## config.mk

```make
export PLATFORM = sky130hd
export DESIGN_NAME = cla_multiword_seq
export DESIGN_NICKNAME = d
export VERILOG_FILES = /design/src/rtl/cla_multiword_seq.sv
export SDC_FILE = /design/constraint.sdc
export NUM_CORES = 1
export LEC_CHECK = 0
export BUFFER_PORTS_ARGS = -buffer_cell sky130_fd_sc_hd__buf_2
export CAP_MARGIN = 0
export CORE_MARGIN = 5
export CORE_UTILIZATION = 40
export DETAILED_ROUTE_END_ITERATION = 10
export PLACE_DENSITY = 0.61
export SYNTH_ARGS = -nofsm -noshare
export SYNTH_HDL_FRONTEND = slang
export SYNTH_SLANG_ARGS = --single-unit
```

## constraint.sdc

```tcl
create_clock -name clk -period 4.14 [get_ports clk]
set_input_delay 0.828 -clock clk [delete_from_list [all_inputs] [get_ports clk]]
set_output_delay 0.828 -clock clk [all_outputs]
set_load 0.1 [all_outputs]
```

## src/rtl/cla_multiword_seq.sv

```systemverilog
// Multi-word adder: one 12-bit CLA slice reused LSB-first, carry chained through a register.
// Latency WORDS+1 cycles start->done; start is ignored while busy (no queuing).

module cla12 (
  input  logic [11:0] a_i,
  input  logic [11:0] b_i,
  input  logic        cin_i,
  output logic [11:0] sum_o,
  output logic        cout_o
);
  logic [11:0] p, g, c;
  logic [2:0]  gp, gg;
  logic [3:0]  gc;

  assign p = a_i ^ b_i;
  assign g = a_i & b_i;

  // Second level: carries into each 4-bit group from group propagate/generate.
  assign gc[0] = cin_i;
  assign gc[1] = gg[0] | (gp[0] & cin_i);
  assign gc[2] = gg[1] | (gp[1] & gg[0]) | (gp[1] & gp[0] & cin_i);
  assign gc[3] = gg[2] | (gp[2] & gg[1]) | (gp[2] & gp[1] & gg[0])
               | (gp[2] & gp[1] & gp[0] & cin_i);

  for (genvar k = 0; k < 3; k++) begin : g_grp
    localparam int B = 4 * k;
    assign gp[k] = &p[B+3:B];
    assign gg[k] = g[B+3] | (p[B+3] & g[B+2]) | (p[B+3] & p[B+2] & g[B+1])
                 | (p[B+3] & p[B+2] & p[B+1] & g[B]);
    assign c[B]   = gc[k];
    assign c[B+1] = g[B] | (p[B] & gc[k]);
    assign c[B+2] = g[B+1] | (p[B+1] & g[B]) | (p[B+1] & p[B] & gc[k]);
    assign c[B+3] = g[B+2] | (p[B+2] & g[B+1]) | (p[B+2] & p[B+1] & g[B])
                  | (p[B+2] & p[B+1] & p[B] & gc[k]);
  end

  assign sum_o  = p ^ c;
  assign cout_o = gc[3];
endmodule

module cla_multiword_seq #(
  parameter int SLICE_W = 12,  // must stay 12: the slice is cla12
  parameter int WORDS   = 4
) (
  input  logic                       clk,
  input  logic                       rst_n,
  input  logic                       start,
  input  logic [SLICE_W*WORDS-1:0]   a,
  input  logic [SLICE_W*WORDS-1:0]   b,
  input  logic                       cin,
  output logic                       busy,
  output logic                       done,
  output logic [SLICE_W*WORDS-1:0]   sum,
  output logic                       cout,
  output logic                       ovf
);
  localparam int N     = SLICE_W * WORDS;
  localparam int IDX_W = (WORDS > 1) ? $clog2(WORDS) : 1;
  localparam logic [IDX_W-1:0] LAST = IDX_W'(WORDS - 1);

  localparam logic [1:0] IDLE = 2'd0;
  localparam logic [1:0] RUN  = 2'd1;
  localparam logic [1:0] DONE = 2'd2;

  logic [1:0]       state_q, state_d;
  logic [N-1:0]     a_q, a_d, b_q, b_d, sum_q, sum_d;
  logic [IDX_W-1:0] idx_q, idx_d;
  logic             carry_q, carry_d, cout_q, cout_d, ovf_q, ovf_d;
  logic [SLICE_W-1:0] slice_sum;
  logic             slice_cout;

  cla12 u_slice (
    .a_i    (a_q[idx_q*SLICE_W +: SLICE_W]),
    .b_i    (b_q[idx_q*SLICE_W +: SLICE_W]),
    .cin_i  (carry_q),
    .sum_o  (slice_sum),
    .cout_o (slice_cout)
  );

  always_comb begin
    state_d = state_q;
    a_d     = a_q;
    b_d     = b_q;
    sum_d   = sum_q;
    idx_d   = idx_q;
    carry_d = carry_q;
    cout_d  = cout_q;
    ovf_d   = ovf_q;
    case (state_q)
      IDLE: if (start) begin
        a_d     = a;
        b_d     = b;
        carry_d = cin;
        idx_d   = '0;
        sum_d   = '0;
        cout_d  = 1'b0;
        ovf_d   = 1'b0;
        state_d = RUN;
      end
      RUN: begin
        sum_d[idx_q*SLICE_W +: SLICE_W] = slice_sum;
        carry_d = slice_cout;
        if (idx_q == LAST) begin
          // On the last slice the slice MSB is the result sign bit.
          cout_d  = slice_cout;
          ovf_d   = (a_q[N-1] == b_q[N-1]) && (slice_sum[SLICE_W-1] != a_q[N-1]);
          state_d = DONE;
        end else begin
          idx_d = idx_q + 1'b1;
        end
      end
      DONE:    state_d = IDLE;
      default: state_d = IDLE;
    endcase
  end

  always_ff @(posedge clk or negedge rst_n) begin
    if (!rst_n) begin
      state_q <= IDLE;
      a_q     <= '0;
      b_q     <= '0;
      sum_q   <= '0;
      idx_q   <= '0;
      carry_q <= 1'b0;
      cout_q  <= 1'b0;
      ovf_q   <= 1'b0;
    end else begin
      state_q <= state_d;
      a_q     <= a_d;
      b_q     <= b_d;
      sum_q   <= sum_d;
      idx_q   <= idx_d;
      carry_q <= carry_d;
      cout_q  <= cout_d;
      ovf_q   <= ovf_d;
    end
  end

  assign busy = (state_q != IDLE);
  assign done = (state_q == DONE);
  assign sum  = sum_q;
  assign cout = cout_q;
  assign ovf  = ovf_q;
endmodule

```

# [Yosys cells after proc, flatten, opt, wreduce, memory -nomap -nowiden]
# Cells that the tools add are included.
[op_classes] n_reduce_logical=12 shift=4 eq_ne=8 div_mod_pow=0 n_mul=1 n_addsub=2 muxes=16 n_lt_le_gt_ge=0 bitwise=87
[ops] operator="one-hot mux 48 bit (2 select lines)" n=1
[ops] operator="variable part select 48 x 7 -> 12 bit" n=2
[ops] operator="bitwise AND 1 bit" n=51
[ops] operator="bitwise mux 48 bit" n=1
[ops] operator="two-way mux 48 bit" n=1
[ops] operator="variable shift 12 x 34 -> 48 bit, first input constant" n=1
[ops] operator="variable part select 12 x 34 -> 48 bit" n=1
[ops] operator="negation 6 -> 34 bit" n=1
[ops] operator="OR 1 bit" n=33
[ops] operator="XOR 12 bit" n=2
[ops] operator="bitwise AND 12 bit" n=1
[ops] operator="AND reduction 4 bit" n=3
[ops] operator="two-way mux 2 bit" n=4
[ops] operator="one-hot mux 2 bit (2 select lines)" n=2
[ops] operator="inequality test 2 bit, second input constant" n=3
[ops] operator="one-hot mux 1 bit (2 select lines)" n=3
[ops] operator="AND reduction 2 bit" n=3
[ops] operator="AND reduction 3 bit" n=2
[ops] operator="equality test 2 bit, second input constant" n=2
[ops] operator="multiplier 2 x 2 -> 4 bit, second input constant" n=1
[ops] operator="two-way mux 1 bit" n=4
[ops] operator="nonzero test 2 bit" n=2
[ops] operator="adder 2 x 1 -> 2 bit, second input constant" n=1
[ops] operator="equality test 2 x 1 -> 1 bit, second input constant" n=1
[ops] operator="other kinds (4)" n=4
[word_totals] mem_bits_ro=0 memories=0 reg_bits=151 ramBits=0 latchBits=0 elab_cells=138

# [Depth between registers and ports, before layout]
# Gate-level depths: netlist of run 1.
[depth] word_depth=17 ltp_mapped=15

# [Cells and area by module]
# From an unflattened synthesis of run 1, not the netlist that was laid out.
[hier_totals] hier_cells=738 hier_area_um2=7410.9
[modules_own_cells] mod="cla_multiword_seq" cells_each=671 area_each_um2=6890.4 n_inst=1
[modules_own_cells] mod="cla12" cells_each=67 area_each_um2=520.5 n_inst=1

# [Worst setup path after synthesis of run 1]
# Ideal clock, no wire load.
[synth_path] path_kind="register to register" start="register idx_q[0]" end="register sum_q[17], in the netlist sum[17]" setup_slack_ns=0.455 required_ns=4.057 setup_time_ns=0.083 arrival_time_ns=3.603 path_buffers=2 path_stages_with_launch=16 path_cell_list="dfrtp_1 clkbuf_1 buf_2 mux4_2 ha_1 o21ai_1 nor2_1 o21ai_0 nand2b_1 fa_1 xor2_1 nand2_1 a21oi_1 a211oi_1 a21o_1 o21ai_0"
[synth_via] elab_chain_cells=16 elab_cells_between_ends=81
[synth_rtl] item="start, declared" line_no="67" text="logic [IDX_W-1:0] idx_q, idx_d;"
[synth_rtl] item="start signal, assigned" line_no="132" text="idx_q <= idx_d;"
[synth_rtl] item="multiplier 2 x 2 -> 4 bit *" line_no="73, 74, 101"
[synth_rtl] item="variable part select 48 x 7 -> 12 bit, on equally long branches" line_no="73, 74"
[synth_rtl] item="XOR 12 bit or bitwise AND 12 bit (tied branches)" line_no="15, 16"
[synth_rtl] item="bitwise AND 1 bit, on equally long branches" line_no="28, 29"
[synth_rtl] item="OR 1 bit (tied with other cells)" line_no="28" text="assign gg[k] = g[B+3] | (p[B+3] & g[B+2]) | (p[B+3] & p[B+2] & g[B+1])"
[synth_rtl] item="OR 1 bit or bitwise AND 1 bit (tied branches)" line_no="28, 29"
[synth_rtl] item="OR 1 bit" line_no="29" text="| (p[B+3] & p[B+2] & p[B+1] & g[B]);"
[synth_rtl] item="bitwise AND 1 bit" line_no="21" text="assign gc[2] = gg[1] | (gp[1] & gg[0]) | (gp[1] & gp[0] & cin_i);"
[synth_rtl] item="OR 1 bit (2 in a row)" line_no="21"
[synth_rtl] item="bitwise AND 1 bit, on equally long branches" line_no="31, 32, 34"
[synth_rtl] item="OR 1 bit, on equally long branches" line_no="31, 32, 34"
[synth_rtl] item="XOR 12 bit" line_no="37" text="assign sum_o = p ^ c;"
[synth_rtl] item="variable part select 12 x 34 -> 48 bit" line_no="101" text="sum_d[idx_q*SLICE_W +: SLICE_W] = slice_sum;"
[synth_rtl] item="bitwise mux 48 bit *" line_no="101"
[synth_rtl] item="one-hot mux 48 bit (2 select lines) *" line_no="89" text="case (state_q)"
[synth_rtl] item="end signal, assigned" line_no="131" text="sum_q <= sum_d;"
[synth_rtl] item="end, declared" line_no="66" text="logic [N-1:0] a_q, a_d, b_q, b_d, sum_q, sum_d;"
# Every way passes the cells marked *; elsewhere a longest branch is shown, timed or not.
# A chain may end at the register's enable or synchronous reset.

# [Final worst setup path of run 1]
[layout_path] start="register idx_q[0]" end="register sum_q[13], in the netlist sum[13]"
# Same word-level chain as after synthesis.

==> results.yml, run 1 <==
outcome:
  status: "finished clean"
hold_path:
  hold_path.class: "reg2reg"
  holdPathStages: 2
routing:
  dr.pass1.iters: 5
  drt_wl_total_um: 20400
  drc: 0
  ant_nets: 0
  viasPerCell: 5.13
  drt-initial-drc-count: 396
  routedWlPerCell_um: 17.6
  route.vias.total: 5946
critical_path:
  required_ps: 4500
  critPathLaunchType: "register"
  endpoint_kind: "register"
  reg2regPathDepth: 13
  critPathKind: "reg2reg"
  cp_slowest_cell: "dfrtp_4"
  arrival_ps: 4240
  critPathMostFrequentCell: "a21oi_1"
  crit_fanout: 16
  crit_chain: "buf_12 > mux4_2 > ha_1 > a21o_1 > a21o_2 > a21oi_1 > inv_1 > fa_1 > xnor2_1 > a21oi_1 > nand2_1 > a21oi_1 > a22o_1"
  slowest_delay_ps: 560
timing:
  finalSetupViolations: 0
  min_period_ps: 3880
  clock.fmax_mhz: 258
  finalMaxSlewViolations: 0
  rsz0062_at_grt: "no"
  timing.setup.tns_ps: 0
  period_share: 0.937
  clock_skew_ps: 8.79
  tightest_slew_ps: 1080
  finalHoldViolCount: 0
  slew_headroom: 0.274
clock_tree:
  cts_resized: 0
  post-cts-setup-buffers: 0
  clkSinkCount: 151
  htree_levels: 4
  cts_tree: "yes"
  cts_buffers: 17
  cts.clk_slew.worst_paths_ps: 60
  hold_buffers: 0
  cts-root-buf: "clkbuf_16"
  clock_latency_ps: 430
  cts_buffer_depth: 2
logic_synthesis:
  synthFlopType: "dfrtp_1"
  synth.most_common_cell: "nand2_1"
  synth_area_leaders: "dfrtp_1, nand2_1, mux4_2, ha_1, a22o_1"
  synth.distinct_cells: 62
  synth_top_area_cell: "dfrtp_1"
  yosys_register_bits: 151
  synth_seq_area_share: 0.509
  synth_common_cells: "nand2_1, dfrtp_1, nor2_1"
  synth_top_area_share: 0.509
  syn_area_um2: 7420
  yosysWarnings: 0
  synth_edf_count: 0
  async_flop_share: 1.00
  syn_area_per_cell_um2: 9.49
  synth.net_count: 903
  syn_inst: 782
final_layout:
  drive_above_1_share: 0.254
  regArea_um2: 3780
  multi_input_area_um2: 3400
  nets: 1038
  utilization: 0.498
  fill_cells: 1716
  final_area_um2: 9010
  fin_cells: 1159
  diodes: 0
  area_growth_pct: 21.5
floorplanning:
  dieHeight_um: 146
  io_pins: 152
  fp.dieW_um: 146
  coreArea_um2: 18100
  start_util: 0.410
  row_count: 49
  dieArea_um2: 21400
global_routing:
  grt_use_total: 0.194
  grt_pass1_vias: 6130
  grt_pass1_wl_um: 32900
  gr-total-overflow: 0
  grt_antenna_before_repair: 1
  grt_start_max_net_pins: 102
placement:
  dpl_cell_area_um2: 8390
  place_inst: 1127
  gp_congestion: 0.885
  hpwl_um: 15000
  port_buffers: 151
job:
  drv_cap: 0
-- layer usage --
metal,share of wire,track usage,up-vias
met5,0.00064,0,-
met4,0.017,0.0626,2
met3,0.049,0.0431,29
met2,0.50,0.324,172
met1,0.43,0.253,2834
li1,-,-,2909
-- path summary, 6_finish.rpt --
kind	from	to	slack, ps
max	idx_q[0]	sum[13]	260
min	sum[4]	sum[4]	460
max reg2reg	idx_q[0]	sum[13]	260
min reg2reg	sum[4]	sum[4]	460
max in group asynchronous	rst_n	sum[7]	2800
min in group asynchronous	rst_n	sum[46]	490
-- sequential cells by signal, summed over array words and instances, names as in the netlist --
signal	flops
cout	1
b_q	48
idx_q	2
carry_q	1
ovf	1
a_q	48
state_q	2
sum	48
-- kinds of logic after synthesis --
logic type | after synthesis | synth area share
AND/OR/NAND/NOR | 407 | 0.223
flip-flops | 151 | 0.509
AO/OA/AOI/OAI | 109 | 0.108
buffers and inverters | 58 | 0.0331
multiplexers | 27 | 0.0778
adder cells (fa/ha/maj) | 21 | 0.0385
XOR/XNOR | 9 | 0.0106
-- final cells by class --
cell class,count,share of cell area
multi-input combinational,573,0.378
clock buffer,19,0.0480
timing repair buffer,162,0.0965
sequential,151,0.420
clock inverter,13,0.0215
tap,229,0.0318
inverter,12,0.00500
-- placed cells by master (no fill, tap or decap), types with 5 or more instances in the layout --
cell | synthesis | routed
ha_1 | 18 | 18
a32o_1 | 5 | 5
buf_4 | 3 | 9
nand3_1 | 6 | 6
and3_1 | 5 | 5
nor2_1 | 29 | 29
xnor2_1 | 6 | 6
and2_1 | 6 | 5
a31oi_1 | 7 | 7
nand2_1 | 335 | 334
mux4_2 | 24 | 24
dfrtp_1 | 151 | 150
inv_1 | 12 | 12
clkbuf_16 | 0 | 17
buf_2 | 7 | 150
a22o_1 | 21 | 21
o21ai_0 | 21 | 21
a21oi_1 | 20 | 20
-- per-stage QoR --
stage / setup slack [ps] / hold slack (ps)
5_1_grt: 68.0 / 495
6_report: 261 / 461
3_3_place_gp: 352 / 452
3_5_place_dp: 262 / 456
2_1_floorplan: 455 / 440
4_1_cts: 233 / 470
-- worst max-delay path: cells and delay by family, from the launching register on --
kind	cells	cell delay, ps
compound gates	6	1400
xor+xnor	1	180
fa+ha+maj	2	760
buf+inv	2	300
flops	1	560
mux	1	520
simple gates	1	100
Power of run 1 is left out: the tool's default activity adds up to more than one toggle a clock period on the data nets, which glitch-free logic cannot reach.
==> run 2: changes to the inputs <==
PLACE_DENSITY = unset   (was 0.61)
==> run 2 against run 1 <==
Core utilization decreased by 0.24 points. Clock skew rose by 2.0 ps. Cell count increased by 0.43%. Fmax increased by 1.4%. Critical path depth is the same.
==> results.yml, run 2 (synthesis gave the netlist of run 1 again) <==
floorplanning:
  io_pins: 152
  row_count: 49
  dieArea_um2: 21400
  fp.dieW_um: 146
  coreArea_um2: 18100
  start_util: 0.410
  dieHeight_um: 146
final_layout:
  final_common_cell: "nand2_1"
  diodes: 0
  drive_above_1_share: 0.259
  fill_cells: 1735
  final_area_um2: 8970
  nets: 1043
  layout_common_cells: "nand2_1, dfrtp_1, buf_2"
  area_growth_pct: 20.9
  fin_cells: 1164
timing:
  finalMaxSlewViolations: 0
  timing.setup.tns_ps: 0
  tightest_slew_ps: 1060
  fin_ws_ps: 316
  clock.fmax_mhz: 261
  finalHoldViolCount: 0
  rsz0062_at_grt: "no"
  finalSetupViolations: 0
  min_period_ps: 3820
  clock_skew_ps: 10.8
  period_share: 0.924
  slew_headroom: 0.291
critical_path:
  endpoint_kind: "register"
  crit_buf_inv: 2
  critPathLaunchType: "register"
  slowest_delay_ps: 570
  crit_fanout: 12
  startpoint: "idx_q[0]"
  critical_path.top_delay_family: "compound AO/OA/AOI/OAI gates"
  cp_slowest_cell: "dfrtp_4"
  crit_chain: "buf_12 > mux4_2 > ha_1 > a21o_1 > a21o_2 > a21oi_1 > inv_1 > fa_1 > xnor2_1 > a21oi_1 > nand2_1 > a21oi_1 > a22o_1"
  critPathKind: "reg2reg"
  r2r-start: "idx_q[0]"
  arrival_ps: 4180
  required_ps: 4490
  critPathMostFrequentCell: "a21oi_1"
placement:
  port_buffers: 151
  dpl_cell_area_um2: 8410
  hpwl_um: 15700
  place_inst: 1132
  dp_slack_ps: 290
  gp_congestion: 0.872
hold_path:
  hp-start: "sum[24]"
  hold_path.class: "reg2reg"
routing:
  drt-initial-drc-count: 373
  ant_nets: 0
  wl_met2_um: 10500
  wl_met1_um: 9150
  route.vias.total: 5950
  dr.pass1.iters: 7
  dr_wl_met3_um: 889
  drc: 0
  routedWlPerCell_um: 18.0
  drt_wl_total_um: 20900
  highest_layer: "met4"
  viasPerCell: 5.11
clock_tree:
  clock_latency_ps: 420
  post-cts-setup-buffers: 0
  cts_buffers: 17
  cts_resized: 0
  cts-root-buf: "clkbuf_16"
  cts.clk_slew.worst_paths_ps: 60
  cts_buffer_depth: 2
  cts_tree: "yes"
  hold_buffers: 0
  htree_levels: 4
  clkSinkCount: 151
global_routing:
  grt_antenna_before_repair: 0
  gr-total-overflow: 0
  grt_start_max_net_pins: 106
  grt_pass1_vias: 6218
  grt_pass1_wl_um: 34200
  grt_use_total: 0.203
job:
  drv_cap: 0
outcome:
  status: "finished clean"
-- run 2: path summary, 6_finish.rpt --
check | slack (ps) | cells past startpoint | endpoint
worst max-delay path | 320 | 13 | sum[13]
worst min register to register | 470 | 2 | sum[24]
min in group asynchronous | 550 | 1 | sum[47]
worst min-delay path | 470 | 2 | sum[24]
max in group asynchronous | 2770 | 2 | b_q[1]
worst max register to register | 320 | 13 | sum[13]
-- run 2: tightest hold or removal path: cells and delay by family, from the launching register on --
family / cells / cell delay (ps)
flops: 1 / 340
simple gates: 2 / 90
-- run 2: stage by stage --
step | hold WS (ps) | util
floorplan | 440 | -
global placement | 452 | 0.465
detailed placement | 455 | 0.465
CTS | 468 | 0.495
global route | 496 | 0.496
finish | 466 | 0.496
-- run 2: layout make-up --
cell class / instances / area (um^2) / share of cell area
clock buffers: 20 / 447 / 0.0498
clock inverters: 12 / 104 / 0.0116
flip-flops and latches: 151 / 3780 / 0.422
repair buffers: 167 / 895 / 0.0997
inverters: 12 / 45.0 / 0.00502
multi-input cells: 573 / 3410 / 0.380
well taps: 229 / 287 / 0.0319
-- run 2: metal layers --
layer,global-route usage,vias to the layer above
li1,-,2906
met2,0.340,160
met5,0,-
met1,0.268,2860
met3,0.0462,24
met4,0.0532,0
Power of run 2 is left out for the same reason.
==> run 3: changes to the inputs <==
ABC_AREA = 1   (was unset)
ABC_CLOCK_PERIOD_IN_PS = 4140   (was unset)
CORE_UTILIZATION = 50   (was 40)
PLACE_DENSITY = 0.73   (was unset)
==> run 3 against run 2 <==
Wire length up 5.3%. Critical endpoint unchanged. Largest cell class unchanged. Global-route usage increased by 4.6 points. Clock-buffer cell count unchanged. Worst setup slack improved by 360 ps. Flip-flop and latch count unchanged.
==> results.yml, run 3 <==
logic_synthesis:
  yosysWarnings: 0
  syn_area_per_cell_um2: 7.64
  syn_area_um2: 7690
  synthFlopType: "dfrtp_1"
  synth.most_common_cell: "nand2_1"
  async_flop_share: 1.00
  synth_common_cells: "nand2_1, dfrtp_1, nor2_1"
  synth_seq_area_share: 0.491
  synth_top_area_cell: "dfrtp_1"
  syn_inst: 1007
  yosys_register_bits: 151
  synth_area_leaders: "dfrtp_1, nand2_1, o21ai_0, nor2_1, ha_1"
  synth.distinct_cells: 43
  synth_top_area_share: 0.491
  synth_edf_count: 0
  synth.net_count: 1128
placement:
  hpwl_um: 16000
  port_buffers: 151
  dp_slack_ps: 757
  gp_congestion: 0.981
clock_tree:
  cts_buffer_depth: 2
  clock_latency_ps: 440
  htree_levels: 4
  cts-root-buf: "clkbuf_16"
  cts_resized: 0
  cts_buffers: 17
  hold_buffers: 0
  cts.clk_slew.worst_paths_ps: 60
  cts_tree: "yes"
  post-cts-setup-buffers: 0
  clkSinkCount: 151
timing:
  finalMaxSlewViolations: 0
  min_period_ps: 3460
  rsz0062_at_grt: "no"
  clock.fmax_mhz: 289
  finalSetupViolations: 0
  period_share: 0.837
  finalHoldViolCount: 0
  clock_skew_ps: 13.6
  slew_headroom: 0.274
  tightest_slew_ps: 1090
  fin_ws_ps: 675
  timing.setup.tns_ps: 0
floorplanning:
  dieHeight_um: 134
  coreArea_um2: 15100
  dieArea_um2: 18000
  start_util: 0.508
  io_pins: 152
  row_count: 45
  fp.dieW_um: 134
routing:
  wl_met1_um: 9660
  drt_wl_total_um: 22000
  ant_nets: 0
  wl_met2_um: 10400
  routedWlPerCell_um: 16.5
  drc: 0
  route.vias.total: 7112
  dr_wl_met3_um: 1400
  highest_layer: "met4"
  dr.pass1.iters: 6
  viasPerCell: 5.31
  drt-initial-drc-count: 755
critical_path:
  cp_slowest_cell: "dfrtp_2"
  rrSetupSlack_ps: 680
  reg2reg_to: "sum[13]"
  reg2regPathDepth: 18
  critPathLaunchType: "register"
  crit_fanout: 69
  arrival_ps: 3760
  crit_end: "sum[13]"
  r2r-start: "idx_q[0]"
  required_ps: 4440
  critPathMostFrequentCell: "nand2_1"
  critPathKind: "reg2reg"
  crit_chain: "buf_12 > o21ai_0 > o22ai_1 > ha_1 > nand2_1 > nand2_1 > nor2_1 > nand2_1 > nand2_1 > nand3_2 > fa_1 > or2_2 > nand2_1 > inv_1 > a22oi_1 > o22ai_1 > nand2_1 > o21ai_0"
  endpoint_kind: "register"
  slowest_delay_ps: 430
  startpoint: "idx_q[0]"
final_layout:
  fill_cells: 1365
  nets: 1259
  final_common_cell: "nand2_1"
  diodes: 0
  drive_above_1_share: 0.196
  layout_common_cells: "nand2_1, dfrtp_1, buf_2"
  area_growth_pct: 19.9
global_routing:
  grt_pass1_wl_um: 35400
  grt_pass1_vias: 6931
  grt_antenna_before_repair: 0
  grt_use_total: 0.249
  grt_start_max_net_pins: 102
  gr-total-overflow: 0
hold_path:
  hold_path.class: "reg2reg"
outcome:
  status: "finished clean"
job:
  drv_cap: 0
## run 3: kinds of logic after synthesis
kind of cell	count (synthesis)	synth area share
simple gates	591	0.312
flops	151	0.491
compound gates	143	0.104
buf+inv	98	0.0515
fa+ha+maj	21	0.0371
xor+xnor	2	0.00228
mux	1	0.00146
## run 3: per-layer routing
layer | vias to the layer above | global-route usage
li1 | 3488 | -
met1 | 3301 | 0.340
met2 | 279 | 0.403
met3 | 44 | 0.0454
met4 | 0 | 0.0848
met5 | - | 0
## run 3: how the worst min path moves through the flow
stage             from  endpoint  slack, ps  cells past startpoint
4_1_cts        sum[39]   sum[39]        480                      2
3_5_place_dp   sum[39]   sum[39]        460                      2
5_1_grt        sum[39]   sum[39]        490                      2
3_3_place_gp   sum[39]   sum[39]        460                      2
2_1_floorplan  a_q[25]   a_q[25]        440                      2
6_report       sum[39]   sum[39]        470                      2
## run 3: layout make-up
type                    count  area (um^2)  area share
inverters                  49          184      0.0199
multi-input cells         758         3530       0.382
clock buffers              20          447      0.0484
repair buffers            161          875      0.0948
well taps                 188          235      0.0255
clock inverters            12          175      0.0190
flip-flops and latches    151         3780       0.410
## run 3: worst max-delay path: cells and delay by family (launching register included)
family,cells,cell delay [ps]
simple gates,9,990
compound gates,5,890
fa+ha+maj,2,720
flops,1,430
buf+inv,2,260
## run 3: through the flow
stage               utilization  hold slack, ps  cell area, um^2  instances
global placement          0.568             457             8600       1307
finish                    0.609             474             9220       1339
CTS                       0.609             478             9220       1339
floorplan                     -             444             7690       1007
global route              0.609             488             9220       1339
detailed placement        0.568             461             8600       1307
Power of run 3 is left out for the same reason.
